--- config.mk ---
export PLATFORM = sky130hd
export DESIGN_NAME = uart_tx_fifo
export DESIGN_NICKNAME = d
export VERILOG_FILES = /design/src/rtl/uart_tx_fifo.sv
export SDC_FILE = /design/constraint.sdc
export NUM_CORES = 1
export LEC_CHECK = 0
export CAP_MARGIN = 5
export CORE_MARGIN = 2
export CORE_UTILIZATION = 45
export DETAILED_ROUTE_END_ITERATION = 8
export PLACE_DENSITY_LB_ADDON = 0.05
export SYNTH_ARGS = -nofsm -noshare
export SYNTH_HDL_FRONTEND = slang
export SYNTH_SLANG_ARGS = --single-unit
--- constraint.sdc ---
create_clock -name clk_i -period 4 [get_ports clk_i]
set_clock_uncertainty 0.05 [all_clocks]
set_input_delay 0.8 -clock clk_i [delete_from_list [all_inputs] [get_ports clk_i]]
set_output_delay 0.8 -clock clk_i [all_outputs]
set_load 0.03 [all_outputs]
--- src/rtl/uart_tx_fifo.sv ---
// Byte FIFO feeding a UART transmitter through a four-state drain FSM.
// Latency: push at edge N -> pop at edge N+1 -> tx_dv_o high in the cycle after N+1 (ends at N+2).
// Backpressure: drain waits on tx_active_i/tx_done_i; pushes while full are dropped and flagged.
//
// Optional feature macro: UART_TX_FIFO_IRQ_EN (drain-complete interrupt).
//
// Ports:
//   clk_i          single clock, rising edge
//   reset_i        asynchronous, active-low reset
//   csb_i, wen_i   bus chip select / write enable (active-low)
//   wmask_i        bit0 = push data_i, bit1 = clear overflow flag
//   data_i         byte to enqueue
//   tx_active_i    transmitter busy
//   tx_done_i      transmitter one-cycle completion pulse
//   tx_dv_o        one-cycle start strobe to the transmitter
//   tx_byte_o      byte for the transmitter, held from LAUNCH until the next pop
//   count_o        occupancy, empty_o / full_o derived from it
//   overflow_o     sticky flag for a dropped push
//   tx_empty_irq_o drain-complete pulse (tied low without the macro)
module uart_tx_fifo #(
  parameter int DEPTH = 16
) (
  input  logic                     clk_i,
  input  logic                     reset_i,
  input  logic                     csb_i,
  input  logic                     wen_i,
  input  logic [3:0]               wmask_i,
  input  logic [7:0]               data_i,
  input  logic                     tx_active_i,
  input  logic                     tx_done_i,
  output logic                     tx_dv_o,
  output logic [7:0]               tx_byte_o,
  output logic [$clog2(DEPTH):0]   count_o,
  output logic                     empty_o,
  output logic                     full_o,
  output logic                     overflow_o,
  output logic                     tx_empty_irq_o
);

  localparam int AW = $clog2(DEPTH);
  localparam int CW = AW + 1;

  // Only powers of two from 2 to 256 are supported; stop elaboration otherwise.
  generate
    if ((DEPTH < 2) || (DEPTH > 256) || ((DEPTH & (DEPTH - 1)) != 0)) begin : g_bad_depth
      $error("uart_tx_fifo: DEPTH must be a power of two in 2..256");
    end
  endgenerate

  typedef enum logic [1:0] {
    IDLE   = 2'd0,
    LAUNCH = 2'd1,
    BUSY   = 2'd2,
    GAP    = 2'd3
  } state_t;

  state_t          state_q;
  state_t          state_d;

  logic [7:0]      mem [DEPTH];
  logic [AW-1:0]   wr_ptr_q;
  logic [AW-1:0]   rd_ptr_q;
  logic [CW-1:0]   count_q;
  logic [7:0]      tx_byte_q;
  logic            overflow_q;

  logic            bus_wr;
  logic            push_req;
  logic            push_ok;
  logic            pop;
  logic            ovf_set;
  logic            ovf_clr;
  logic            unused_wmask;

  assign unused_wmask = ^wmask_i[3:2];

  assign empty_o    = (count_q == '0);
  assign full_o     = (count_q == CW'(DEPTH));
  assign count_o    = count_q;
  assign overflow_o = overflow_q;
  assign tx_byte_o  = tx_byte_q;
  assign tx_dv_o    = (state_q == LAUNCH);

  assign bus_wr   = !csb_i && !wen_i;
  assign push_req = bus_wr && wmask_i[0];
  // A pop in the same cycle frees the slot being written, so a full FIFO
  // still accepts the push.
  assign push_ok  = push_req && (!full_o || pop);
  assign ovf_set  = push_req && full_o && !pop;
  assign ovf_clr  = bus_wr && wmask_i[1];

  // Storage: contents need no reset, only the pointers define validity.
  always_ff @(posedge clk_i) begin
    if (push_ok) begin
      mem[wr_ptr_q] <= data_i;
    end
  end

  always_ff @(posedge clk_i or negedge reset_i) begin
    if (!reset_i) begin
      wr_ptr_q <= '0;
      rd_ptr_q <= '0;
      count_q  <= '0;
    end else begin
      if (push_ok) begin
        wr_ptr_q <= (wr_ptr_q == AW'(DEPTH - 1)) ? '0 : wr_ptr_q + AW'(1);
      end
      if (pop) begin
        rd_ptr_q <= (rd_ptr_q == AW'(DEPTH - 1)) ? '0 : rd_ptr_q + AW'(1);
      end
      case ({push_ok, pop})
        2'b10:   count_q <= count_q + CW'(1);
        2'b01:   count_q <= count_q - CW'(1);
        default: count_q <= count_q;
      endcase
    end
  end

  // Sticky overflow: a drop in the same cycle as a clear keeps the flag set.
  always_ff @(posedge clk_i or negedge reset_i) begin
    if (!reset_i) begin
      overflow_q <= 1'b0;
    end else if (ovf_set) begin
      overflow_q <= 1'b1;
    end else if (ovf_clr) begin
      overflow_q <= 1'b0;
    end
  end

  // Drain FSM state register and output byte register.
  always_ff @(posedge clk_i or negedge reset_i) begin
    if (!reset_i) begin
      state_q   <= IDLE;
      tx_byte_q <= 8'h00;
    end else begin
      state_q <= state_d;
      if (pop) begin
        tx_byte_q <= mem[rd_ptr_q];
      end
    end
  end

  // GAP covers the transmitter's cleanup cycle; tx_done_i only matters in BUSY.
  always_comb begin
    state_d = state_q;
    pop     = 1'b0;
    case (state_q)
      IDLE: begin
        if (!empty_o && !tx_active_i) begin
          pop     = 1'b1;
          state_d = LAUNCH;
        end
      end
      LAUNCH: state_d = BUSY;
      BUSY: begin
        if (tx_done_i) begin
          state_d = GAP;
        end
      end
      GAP:     state_d = IDLE;
      default: state_d = IDLE;
    endcase
  end

`ifdef UART_TX_FIFO_IRQ_EN
  // Pulses in the first IDLE cycle after a GAP that found the FIFO empty.
  logic irq_q;

  always_ff @(posedge clk_i or negedge reset_i) begin
    if (!reset_i) begin
      irq_q <= 1'b0;
    end else begin
      irq_q <= (state_q == GAP) && empty_o;
    end
  end

  assign tx_empty_irq_o = irq_q;
`else
  assign tx_empty_irq_o = 1'b0;
`endif

endmodule

After elaboration in Yosys (flattened, before gate mapping)
Memories as Yosys holds them, arrays and structs flattened. A register that Yosys moved wholly into a read port is not among the register bits.
Cells that the tools add are included.
{"block": "word_totals", "regBits": 16, "ram_bits": 128, "input_bits": 18, "wordCells": 52, "memories": 1}
{"name": "mem", "depth": 16, "width": 8, "rd": 1, "rd_clocked_by_memory_dff": 1, "wr": 1, "line": "60", "source": "logic [7:0] mem [DEPTH];"}
{"block": "op_classes", "add_sub_neg": 4, "eq_ne": 10, "mux": 12, "reduce_logical": 20}
{"op": "case mux 5 bit (2 select lines)", "count": 1}
{"op": "adder 4 x 1 -> 4 bit (second input constant)", "count": 2}
{"op": "== test 4 bit (second input constant)", "count": 2}
{"op": "two-way mux 4 bit", "count": 2}
{"op": "case mux 2 bit (4 select lines)", "count": 1}
{"op": "logical AND 1 bit", "count": 7}
{"op": "zero test 1 bit", "count": 7}
{"op": "== test 2 bit (second input constant)", "count": 3}
{"op": "two-way mux 1 bit", "count": 6}
{"op": "adder 5 x 1 -> 5 bit (second input constant)", "count": 1}
{"op": "== test 5 bit (second input constant)", "count": 1}
{"op": "zero test 5 bit", "count": 1}
{"op": "subtractor 5 x 1 -> 5 bit (second input constant)", "count": 1}
{"op": "== test 2 x 1 -> 1 bit (second input constant)", "count": 2}
{"op": "two-way mux 2 bit", "count": 2}
{"op": "!= test 2 bit (second input constant)", "count": 2}
{"op": "nonzero test 2 bit", "count": 2}
{"op": "zero test 2 bit", "count": 1}
{"op": "AND reduction 2 bit", "count": 1}
{"op": "logical OR 1 bit", "count": 1}

Depth between registers and ports, before layout
{"block": "logic_depth", "ltp_word": 9, "mapped_depth": 14, "ltp_nobuf": 12}

Least setup slack after synthesis
No wires, ideal clock.
{"block": "synth_path", "path_kind": "reg2reg", "start": "register count_q[2] (netlist: count_o[2])", "end": "register count_q[4] (netlist: count_o[4])", "setup_time_ns": 0.124, "t_arrival_ns": 3.079, "t_required_ns": 3.826, "path_slack_ns": 0.747, "path_stages_with_launch": 14, "n_path_buf": 3, "cell_sequence": "dfrtp_1 > or4_1 > buf_2 > o21ai_1 > buf_2 > inv_1 > ha_1 > clkbuf_1 > xor2_1 > ha_1 > o211a_1 > o31ai_1 > a31oi_1 > xnor2_1"}
{"block": "synth_via", "elab_chain_len": 9, "elab_cells_between_ends": 15, "classes_between": "add/sub: 2; eq/ne: 3; mux: 3; reduce/logical: 7"}
{"element": "start: declaration", "line": "63", "source": "logic [CW-1:0] count_q;"}
{"element": "start signal: assignment", "line": "112", "source": "2'b10: count_q <= count_q + CW'(1);"}
{"element": "start signal: assignment", "line": "113", "source": "2'b01: count_q <= count_q - CW'(1);"}
{"element": "start signal: assignment", "line": "114", "source": "default: count_q <= count_q;"}
{"element": "zero test 5 bit *", "line": "77", "source": "assign empty_o = (count_q == '0);"}
{"element": "zero test 1 bit *", "line": "149", "source": "if (!empty_o && !tx_active_i) begin"}
{"element": "logical AND 1 bit *", "line": "149"}
{"element": "two-way mux 1 bit *", "line": "149"}
{"element": "two-way mux 1 bit *", "line": "147", "source": "case (state_q)"}
{"element": "via pop", "line": "70", "source": "logic pop;"}
{"element": "logical OR 1 bit", "line": "88", "source": "assign push_ok = push_req && (!full_o || pop);"}
{"element": "logical AND 1 bit", "line": "88"}
{"element": "== test 2 x 1 -> 1 bit or == test 2 bit (tied branches)", "line": "111", "source": "case ({push_ok, pop})"}
{"element": "case mux 5 bit (2 select lines) or nonzero test 2 bit (tied branches)"}
The timed path passes the listed nets; every way through them passes the cells marked *.
A chain may end at the register's enable or synchronous reset.

Final worst setup path
{"block": "layout_path", "start": "register count_q[2] (netlist: count_o[2])", "end": "output port full_o"}
{"block": "layout_via", "elab_chain_len": 1}
{"element": "== test 5 bit", "line": "78", "source": "assign full_o = (count_q == CW'(DEPTH));"}
{"element": "end: declaration", "line": "35", "source": "output logic full_o,"}
Every way passes these cells.

==> impl_metrics.toml <==
[timing]
post-route-min-period_ns = 3.32
timing.final.hold_violations = 0
final_min_period_over_clock_period = 0.829
slew_violations = 0
final.hold.worst_slack_ns = 0.447
final_total_negative_setup_slack_ns = 0
max_slew.worst_pin.slew_ns = 1.10
maxSlewHeadroom = 0.265
setup_viol = 0
fmax_mhz = 302
grt_setup_unrepaired = "no"

[logic_synthesis]
ys_ff_latch = 152
syn-cell-area_um2 = 6260
postSynth.asyncResetShare = 0.158
synthesis.yosys.warnings = 0
synthesis.nets = 373
synth_area_leader_cell = "edfxtp_1"
synth-main-ff-cell = "edfxtp_1"
synth-seq-area-share = 0.710
syn_inst = 342
yosys-top-cells-area = "edfxtp_1 (61%), mux4_2 (12%), dfrtp_1 (9.6%)"
post_synth_edffs = 128
synth.avg_cell_area_um2 = 18.3
netlist-cell-type-count = 43
netlist.area_leader.share = 0.614

[critical_path]
crit_slowest_cell = "clkdlybuf4s50_1"
critical_path.reg2reg.startpoint = "count_o[2]"
path_delay_family = "simple AND/OR/NAND/NOR gates"
reg2reg_setup_slack_ns = 0.86
max_stage_delay_ns = 0.70
crit_path_max_fanout = 8
r2r-end = "count_o[4]"
path_class = "reg2out"
crit_path_cell_trace = "or4_1 -> nor2_1 -> clkdlybuf4s50_1"
critical_path_sink_type = "primary output"
cp.buffers_inverters = 1
critical_path_required_ns = 3.15
critical_path_depth = 3
rr_worst_depth = 10
crit_path_launch_type = "flip-flop"
arrival_ns = 2.47

[detailed_routing]
drcViolationCount = 0
route.vias.total = 3149
routed_wl_um = 12400
avgRoutedWirePerCell_um = 21.3
drt-pass1-iter-count = 4
detail-route-antenna-nets = 0
vias_per_cell = 5.42
detail_route.iter0.violations = 229

[clock_tree]
cts_tree = "yes"
post_cts_hold_buffer_count = 0
cts-htree-levels = 4
clock_insertion_delay_worst_skew_ns = 0.42
max-clock-path-buffers = 2
ctsRootBufferMaster = "clkbuf_16"
ctsResizeCount = 0
numCtsBuffers = 17
clock_sinks = 152
cts.repair_timing.setup_buffer_count = 0
clk_transition_reported_paths_ns = 0.06

[hold_path]
hold_class = "reg2reg"
min_delay_worst_endpoint = "tx_byte_o[2]"
min_path_cells = 2
hp-start = "tx_byte_o[2]"

[power_and_ir_drop]
p_per_area_nw_per_um2 = 672
leakage_power_nw = 2.53
vdd_ir_drop_max_v = 0.000352

[die]
boundaryPins = 36
fp.dieW_um = 122
row_count = 43
core_region_area_um2 = 13700
initial_utilization = 0.456
design.die.area_um2 = 14900
chipHeight_um = 122

[layout]
postLayoutCoreUtil = 0.540
filler_cell_count = 1118
layout.cells.non_filler = 581
drive_gt1_frac = 0.209
antennaDiodeCount = 0
final_cell_area_um2 = 7410
fin_nets = 420
syn_to_final_growth_pct = 18.4

[global_route]
grt_max_degree = 24
grt.met2_usage = 0.288
grt_antenna_before_repair = 0
total_grt_overflow = 0
globalRouteTotalUtil = 0.186
grt_pass1_vias = 3187
grt_pass1_wl_um = 19100
met3_layer_usage_reported_by_global_route = 0.0506
met1_usage = 0.254
busiest_layer = "met2"

[place]
dp.cells = 550
post-dp-hpwl_um = 7850
postPlaceCellArea_um2 = 6870
buffer_ports.inserted = 32
routabilityCongestion = 0.724

[outcome]
run_status = "finished, final reports clean"

[run]
max_cap_violations = 0
## how the worst max path moves through the flow
stage          slack [ns]    endpoint  startpoint
3_5_place_dp         0.44  count_o[4]  wmask_i[0]
4_1_cts              0.62      full_o  count_o[2]
2_1_floorplan        0.75  count_o[4]  count_o[2]
3_3_place_gp         0.48  count_o[4]  wmask_i[0]
6_report             0.68      full_o  count_o[2]
5_1_grt              0.57      full_o  count_o[2]
## metrics by stage
step	setup WS (ns)	total power, mW
floorplan	0.747	3.08
global placement	0.481	3.56
detailed placement	0.438	3.57
CTS	0.624	5.06
global route	0.567	5.25
finish	0.684	4.98
## cells in the mapped netlist (2+ instances only)
library cell and number:
a32o_1 2, o31ai_1 2, dfrtp_1 24, and2_1 9, nor2_1 11, xnor2_1 3, buf_4 2, nand2_1 13
inv_1 12, mux2_2 3, nor3b_1 2, nor4_1 4, mux2i_1 16, a311oi_1 2, nand3_1 3, clkbuf_1 7
a21oi_1 5, buf_2 7, o221ai_1 8, buf_1 2, o21ai_0 8, edfxtp_1 128, mux4_2 32, ha_1 13
nor2b_1 3, xor2_1 4
## cell usage in the layout, fill, tap and decap left out, types with 2 or more instances in the layout
cell,synthesis,routed
xnor2_1,3,3
clkinv_1,0,3
nor4_2,0,4
nor2b_1,3,3
inv_1,12,12
o21ai_0,8,8
o221ai_1,8,8
clkinv_4,1,2
mux4_2,32,32
edfxtp_1,128,128
a311oi_1,2,2
a21oi_1,5,5
xor2_1,4,4
mux2i_1,16,16
nand2_1,13,13
clkdlybuf4s50_1,0,32
dfrtp_1,24,23
clkbuf_1,7,3
buf_4,2,13
a32o_1,2,2
ha_1,13,13
nor2_1,11,11
nor3b_1,2,2
o31ai_1,2,2
mux2_2,3,3
bufinv_16,0,2
clkbuf_16,0,17
clkinv_2,0,4
and2_1,9,9
nand3_1,3,3
## report_power, final
part           internal [mW]  total, mW  switching (mW)
logic                  0.707       1.38           0.675
registers               1.87       2.12           0.253
clock network          0.903       1.48           0.575
## metal layers
| metal | routed length [um] | up-vias | share of wire |
|---|---|---|---|
| li1 | - | 1449 | - |
| met1 | 5520 | 1628 | 0.44 |
| met2 | 6130 | 66 | 0.49 |
| met3 | 662 | 6 | 0.053 |
| met4 | 93 | 0 | 0.0075 |
| met5 | 0 | - | 0 |
## cell type report
type | count | area [um^2] | area share
sequential | 152 | 4450 | 0.600
multi-input combinational | 159 | 1710 | 0.230
timing repair buffer | 46 | 438 | 0.0591
clock buffer | 20 | 437 | 0.0589
tap | 180 | 225 | 0.0304
clock inverter | 11 | 108 | 0.0145
inverter | 13 | 53.8 | 0.00726
## cells by family after synthesis
logic type,count (synthesis),synth area share
xor+xnor,7,0.00979
buf+inv,31,0.0220
compound gates,35,0.0420
flops,152,0.710
simple gates,52,0.0440
mux,51,0.146
other cells,1,0.000599
fa+ha+maj,13,0.0260
## worst min-delay path: cells and delay by family, from the launching register on
| family | cells | cell delay [ns] |
|---|---|---|
| and+or+nand+nor | 1 | 0.05 |
| DFF | 1 | 0.34 |
| AOI/OAI and AO/OA | 1 | 0.07 |
## sequential cells by signal, indices dropped and copies added (netlist names)
name / flops
rd_ptr_q: 4
count_o: 5
overflow_o: 1
wr_ptr_q: 4
state_q: 2
mem: 128
tx_byte_o: 8
Note: power is estimated with default switching activity, not from simulation.
